==> config.mk <==
export PLATFORM = sky130hd
export DESIGN_NAME = psum_accumulator
export DESIGN_NICKNAME = d
export VERILOG_FILES = /design/src/rtl/psum_accumulator.sv
export SDC_FILE = /design/constraint.sdc
export NUM_CORES = 1
export LEC_CHECK = 0
export CORE_UTILIZATION = 53
export CTS_BUF_LIST = sky130_fd_sc_hd__clkbuf_16
export DETAILED_ROUTE_END_ITERATION = 16
export HOLD_SLACK_MARGIN = 0.06
export PLACE_DENSITY = 0.9
export SYNTH_ARGS = -nofsm -noshare
export SYNTH_HDL_FRONTEND = slang
export SYNTH_SLANG_ARGS = --single-unit
export TNS_END_PERCENT = 10
==> constraint.sdc <==
create_clock -name clk_i -period 4.7 [get_ports clk_i]
set_input_delay 0.705 -clock clk_i [delete_from_list [all_inputs] [get_ports clk_i]]
set_output_delay 0.705 -clock clk_i [all_outputs]
set_load 0.05 [all_outputs]
==> src/rtl/psum_accumulator.sv <==
// Partial-sum accumulation stage: seeds with zero or a bias, sums a programmable
// number of signed beats with saturation, and hands one result downstream.
module psum_accumulator #(
  parameter int unsigned DATA_WIDTH  = 20,
  parameter int unsigned COUNT_WIDTH = 8
) (
  input  logic                   clk_i,
  input  logic                   rst_i,
  input  logic                   start_i,
  input  logic [COUNT_WIDTH-1:0] acc_len_i,
  input  logic                   bias_sel_i,
  input  logic [DATA_WIDTH-1:0]  bias_i,
  input  logic                   in_valid_i,
  output logic                   in_ready_o,
  input  logic [DATA_WIDTH-1:0]  data_i,
  output logic                   out_valid_o,
  input  logic                   out_ready_i,
  output logic [DATA_WIDTH-1:0]  out_data_o,
  output logic                   busy_o,
  output logic                   ovf_o
);

  typedef enum logic [1:0] {
    IDLE   = 2'd0,
    ACCUM  = 2'd1,
    OUTPUT = 2'd2
  } state_e;

  localparam logic [DATA_WIDTH-1:0] MAX_VAL = {1'b0, {(DATA_WIDTH-1){1'b1}}};
  localparam logic [DATA_WIDTH-1:0] MIN_VAL = {1'b1, {(DATA_WIDTH-1){1'b0}}};

  state_e                 state_q, state_d;
  logic [DATA_WIDTH-1:0]  acc_q, acc_d;
  logic [DATA_WIDTH-1:0]  out_data_q, out_data_d;
  logic [COUNT_WIDTH-1:0] cnt_q, cnt_d;
  logic [COUNT_WIDTH-1:0] len_q, len_d;
  logic                   ovf_q, ovf_d;

  logic [DATA_WIDTH:0]    sum_c;
  logic [DATA_WIDTH-1:0]  sat_c;
  logic [DATA_WIDTH-1:0]  seed_c;
  logic                   clamp_c;
  logic                   last_beat_c;

  // One guard bit catches signed overflow; the top two bits disagree only on overflow.
  always_comb begin
    sum_c   = {acc_q[DATA_WIDTH-1], acc_q} + {data_i[DATA_WIDTH-1], data_i};
    clamp_c = 1'b0;
    sat_c   = sum_c[DATA_WIDTH-1:0];
    if (sum_c[DATA_WIDTH:DATA_WIDTH-1] == 2'b01) begin
      clamp_c = 1'b1;
      sat_c   = MAX_VAL;
    end else if (sum_c[DATA_WIDTH:DATA_WIDTH-1] == 2'b10) begin
      clamp_c = 1'b1;
      sat_c   = MIN_VAL;
    end
  end

  assign seed_c      = bias_sel_i ? bias_i : '0;
  assign last_beat_c = (cnt_q == len_q - COUNT_WIDTH'(1));

  always_comb begin
    state_d    = state_q;
    acc_d      = acc_q;
    out_data_d = out_data_q;
    cnt_d      = cnt_q;
    len_d      = len_q;
    ovf_d      = ovf_q;
    case (state_q)
      IDLE: begin
        if (start_i) begin
          len_d = acc_len_i;
          acc_d = seed_c;
          cnt_d = '0;
          ovf_d = 1'b0;
          if (acc_len_i == '0) begin
            out_data_d = seed_c;
            state_d    = OUTPUT;
          end else begin
            state_d = ACCUM;
          end
        end
      end
      ACCUM: begin
        if (in_valid_i) begin
          acc_d = sat_c;
          cnt_d = cnt_q + COUNT_WIDTH'(1);
          ovf_d = ovf_q | clamp_c;
          if (last_beat_c) begin
            out_data_d = sat_c;
            state_d    = OUTPUT;
          end
        end
      end
      OUTPUT: begin
        if (out_ready_i) begin
          state_d = IDLE;
        end
      end
      default: state_d = IDLE;
    endcase
  end

  always_ff @(posedge clk_i or posedge rst_i) begin
    if (rst_i) begin
      state_q    <= IDLE;
      acc_q      <= '0;
      out_data_q <= '0;
      cnt_q      <= '0;
      len_q      <= '0;
      ovf_q      <= 1'b0;
    end else begin
      state_q    <= state_d;
      acc_q      <= acc_d;
      out_data_q <= out_data_d;
      cnt_q      <= cnt_d;
      len_q      <= len_d;
      ovf_q      <= ovf_d;
    end
  end

  // Handshake and status flags decode straight from the state register.
  assign in_ready_o  = (state_q == ACCUM);
  assign out_valid_o = (state_q == OUTPUT);
  assign busy_o      = (state_q != IDLE);
  assign out_data_o  = out_data_q;
  assign ovf_o       = ovf_q;

endmodule

==> impl_metrics.tcl <==
set metrics [dict create \
    synth_nets 517 \
    cts_buffers 9 \
    avgSynthCellArea_um2 9.523 \
    synth-seq-cells 59 \
    port_buffers 77 \
    fmax_ghz 0.2288 \
    num_rows 31 \
    drt_first_pass_iters 6 \
    routedWlPerCell_um 18.00 \
    cts_buffer_depth 2 \
    ctsResizeCount 0 \
    antenna_cells 0 \
    core_mm2 0.007408 \
    start_util_pct 56.17 \
    finClkSkew_ns 0.007627 \
    drt_iter0_drc 290 \
    die_w_um 90.61 \
    rsz0062_at_grt "no" \
    synth_flop_cell "dfrtp_1" \
    ys_types 66 \
    clk_latency_ns 0.33 \
    path_max_fanout 15 \
    power_leakage_nw 2.364 \
    synth_edf_count 0 \
    cp_slowest_cell "clkdlybuf4s50_1" \
    worst_pin_slew_ns 0.9055 \
    async_reset_ff_share_pct 100.0 \
    finalInstanceArea_mm2 0.005344 \
    finalSetupTns_ns 0 \
    slew_headroom_pct 39.63 \
    finalNonFillerCells 622 \
    syn_area_mm2 0.004161 \
    p_per_area_mw_per_mm2 846.4 \
    critPathArrivalTime_ns 4.58 \
    worstSetupEndpointType "flip-flop" \
    nNetsFinal 598 \
    clk_pin_slew_ns 0.05 \
    cp.required_ns 4.91 \
    cts-htree-levels 3 \
    drv_cap 0 \
    ant_nets 0 \
    yosysWarnings 0 \
    ios 78 \
    track_usage_pct 28.28 \
    postPlaceCellArea_mm2 0.005034 \
    first_global_vias 3838 \
    fin_crit_ns 4.370 \
    postCtsHoldBufs 0 \
    max_stage_delay_ns 0.41 \
    cts_setup_buffers 0 \
    min_period_over_period_pct 92.98 \
    routed_wl_um 11190 \
    die-height_um 90.61 \
    status "finished, final reports clean" \
    yosysSeqAreaShare_pct 35.48 \
    cts_tree "done" \
    root_buffer "clkbuf_16" \
    via_count 3789 \
    dp_hpwl_um 7963 \
    vias_per_cell 6.092 \
    route.detailed.drc 0 \
    ir_drop_v 0.0004850 \
    antenna_found_initial 0 \
    hold_viol 0 \
    dp_cells 606 \
    gp_congestion 0.8828 \
    final-setup-viol-count 0 \
    startpoint_type "primary input" \
    drv_slew 0 \
    clock_sinks 59 \
    gr-total-overflow 0 \
    path_class "in -> reg" \
    layout-drive-gt1-share_pct 14.91 \
    holdCritPathClass "reg -> reg" \
    grt_pass1_wl_um 18310 \
    synthCells 437 \
    area_growth_pct 28.41 \
    grt_start_max_net_pins 49 \
    dieArea_mm2 0.008210 \
    cp_cell_sequence "clkdlybuf4s50_1 -> ha_1 -> and2_1 -> a21oi_1 -> nor2b_1 -> a211oi_1 -> a21oi_1 -> a211oi_2 -> xor2_1 -> ha_1 -> buf_4 -> nor2_1 -> o21ai_0 -> o21ai_0 -> mux2_2 -> mux2_4" \
]
-- synth_stat cells (4+ instances only) --
library cell	number	area (µm²)
a31oi_1	6	37.54
mux2_2	20	225.2
a21oi_1	46	230.2
a21o_1	10	75.07
o21ai_0	24	120.1
nor2b_1	4	25.02
mux2_4	19	285.3
dfrtp_1	59	1476
and3_1	4	25.02
nand4_1	6	37.54
nor2_1	24	90.09
and2_1	5	31.28
nor3_1	6	30.03
a211oi_1	5	37.54
xor2_1	11	96.34
inv_1	13	48.80
nand3_1	15	75.07
clkbuf_1	8	30.03
xnor2_1	15	131.4
ha_1	25	312.8
nand2_1	46	172.7
-- power by group --
group | internal (mW) | switching (mW) | total (mW)
Clock | 0.458 | 0.238 | 0.696
Sequential | 0.753 | 0.186 | 0.938
Combinational | 1.21 | 1.67 | 2.89
-- cell usage in the layout (no fill, tap or decap), drive strengths merged, types with 5 or more instances in the layout --
cell type	synthesis	final
buf	9	10
a21o	10	10
a31oi	7	7
a21oi	46	46
nand3	15	15
clkdlybuf4s50	0	77
nand2	46	46
xor2	11	11
nand4	6	6
o21ai	27	27
and2	5	5
a211oi	6	6
xnor2	15	15
dfrtp	59	59
mux2	39	39
nor2	25	25
nor3	7	7
ha	25	25
inv	13	15
clkbuf	8	9
-- flip-flops by register name (all words and copies together), names as in the netlist --
name        cells
ovf_o           1
cnt_q           8
state_q         2
out_data_o     20
acc_q          20
len_q           8
-- per-stage QoR --
stage | worst slack (ns) | hold WS [ns] | utilization [%] | power [mW]
after CTS | 0.3827 | 0.4867 | 72.13 | 4.484
after detailed placement | 0.03749 | 0.4748 | 67.94 | 3.757
final | 0.3300 | 0.4954 | 72.13 | 4.523
after floorplan | 0.8063 | 0.4498 | - | 3.028
after global placement | 0.2156 | 0.4660 | 67.94 | 3.662
after global routing | 0.1203 | 0.5219 | 72.13 | 4.778
-- metal layers --
metal	vias up	GRT usage (%)	routed length [µm]
li1	1752	-	-
met4	0	13.31	353
met2	178	46.15	5351
met3	36	5.303	689
met5	-	0	0
met1	1823	36.17	4799
-- worst max-delay path: cells and delay by family --
kind,cells,cell delay (ns)
xor gates and xnor gates,1,0.27
AOI/OAI and AO/OA,6,1.33
and+or+nand+nor,3,0.40
muxes,2,0.58
buffers and inverters,2,0.64
adders and majority gates,2,0.63
-- layout make-up --
| class | instances | area (µm²) |
|---|---|---|
| Clock buffer | 9 | 225.2 |
| Clock inverter | 7 | 85.08 |
| Fill cell | 500 | 2064 |
| Inverter | 14 | 52.55 |
| Tap cell | 99 | 123.9 |
| Sequential cell | 59 | 1476 |
| Timing Repair Buffer | 87 | 845.8 |
| Multi-Input combinational cell | 347 | 2535 |
-- worst paths after layout --
kind	endpoint	depth (start not counted)	slack, ns	start
worst max-delay path	out_data_o[18]$_DFFE_PP0P_	16	0.33	data_i[12]
worst min-delay path	acc_q[2]$_DFFE_PP0P_	2	0.50	acc_q[2]$_DFFE_PP0P_
worst max register to register	out_data_o[18]$_DFFE_PP0P_	15	0.76	acc_q[12]$_DFFE_PP0P_
worst min register to register	acc_q[2]$_DFFE_PP0P_	2	0.50	acc_q[2]$_DFFE_PP0P_
max in group asynchronous	out_data_o[15]$_DFFE_PP0P_	3	3.19	rst_i
min in group asynchronous	len_q[2]$_DFFE_PP0P_	2	0.62	rst_i
-- cell families after synthesis --
family / count (synthesis) / synth area share, %
compound gates: 122 / 18.97
xor+xnor: 26 / 5.472
fa+ha+maj: 26 / 7.998
buf+inv: 31 / 3.698
flops: 59 / 35.48
mux: 41 / 12.75
simple gates: 132 / 15.63
No activity file was read; power rests on OpenSTA's default activity.
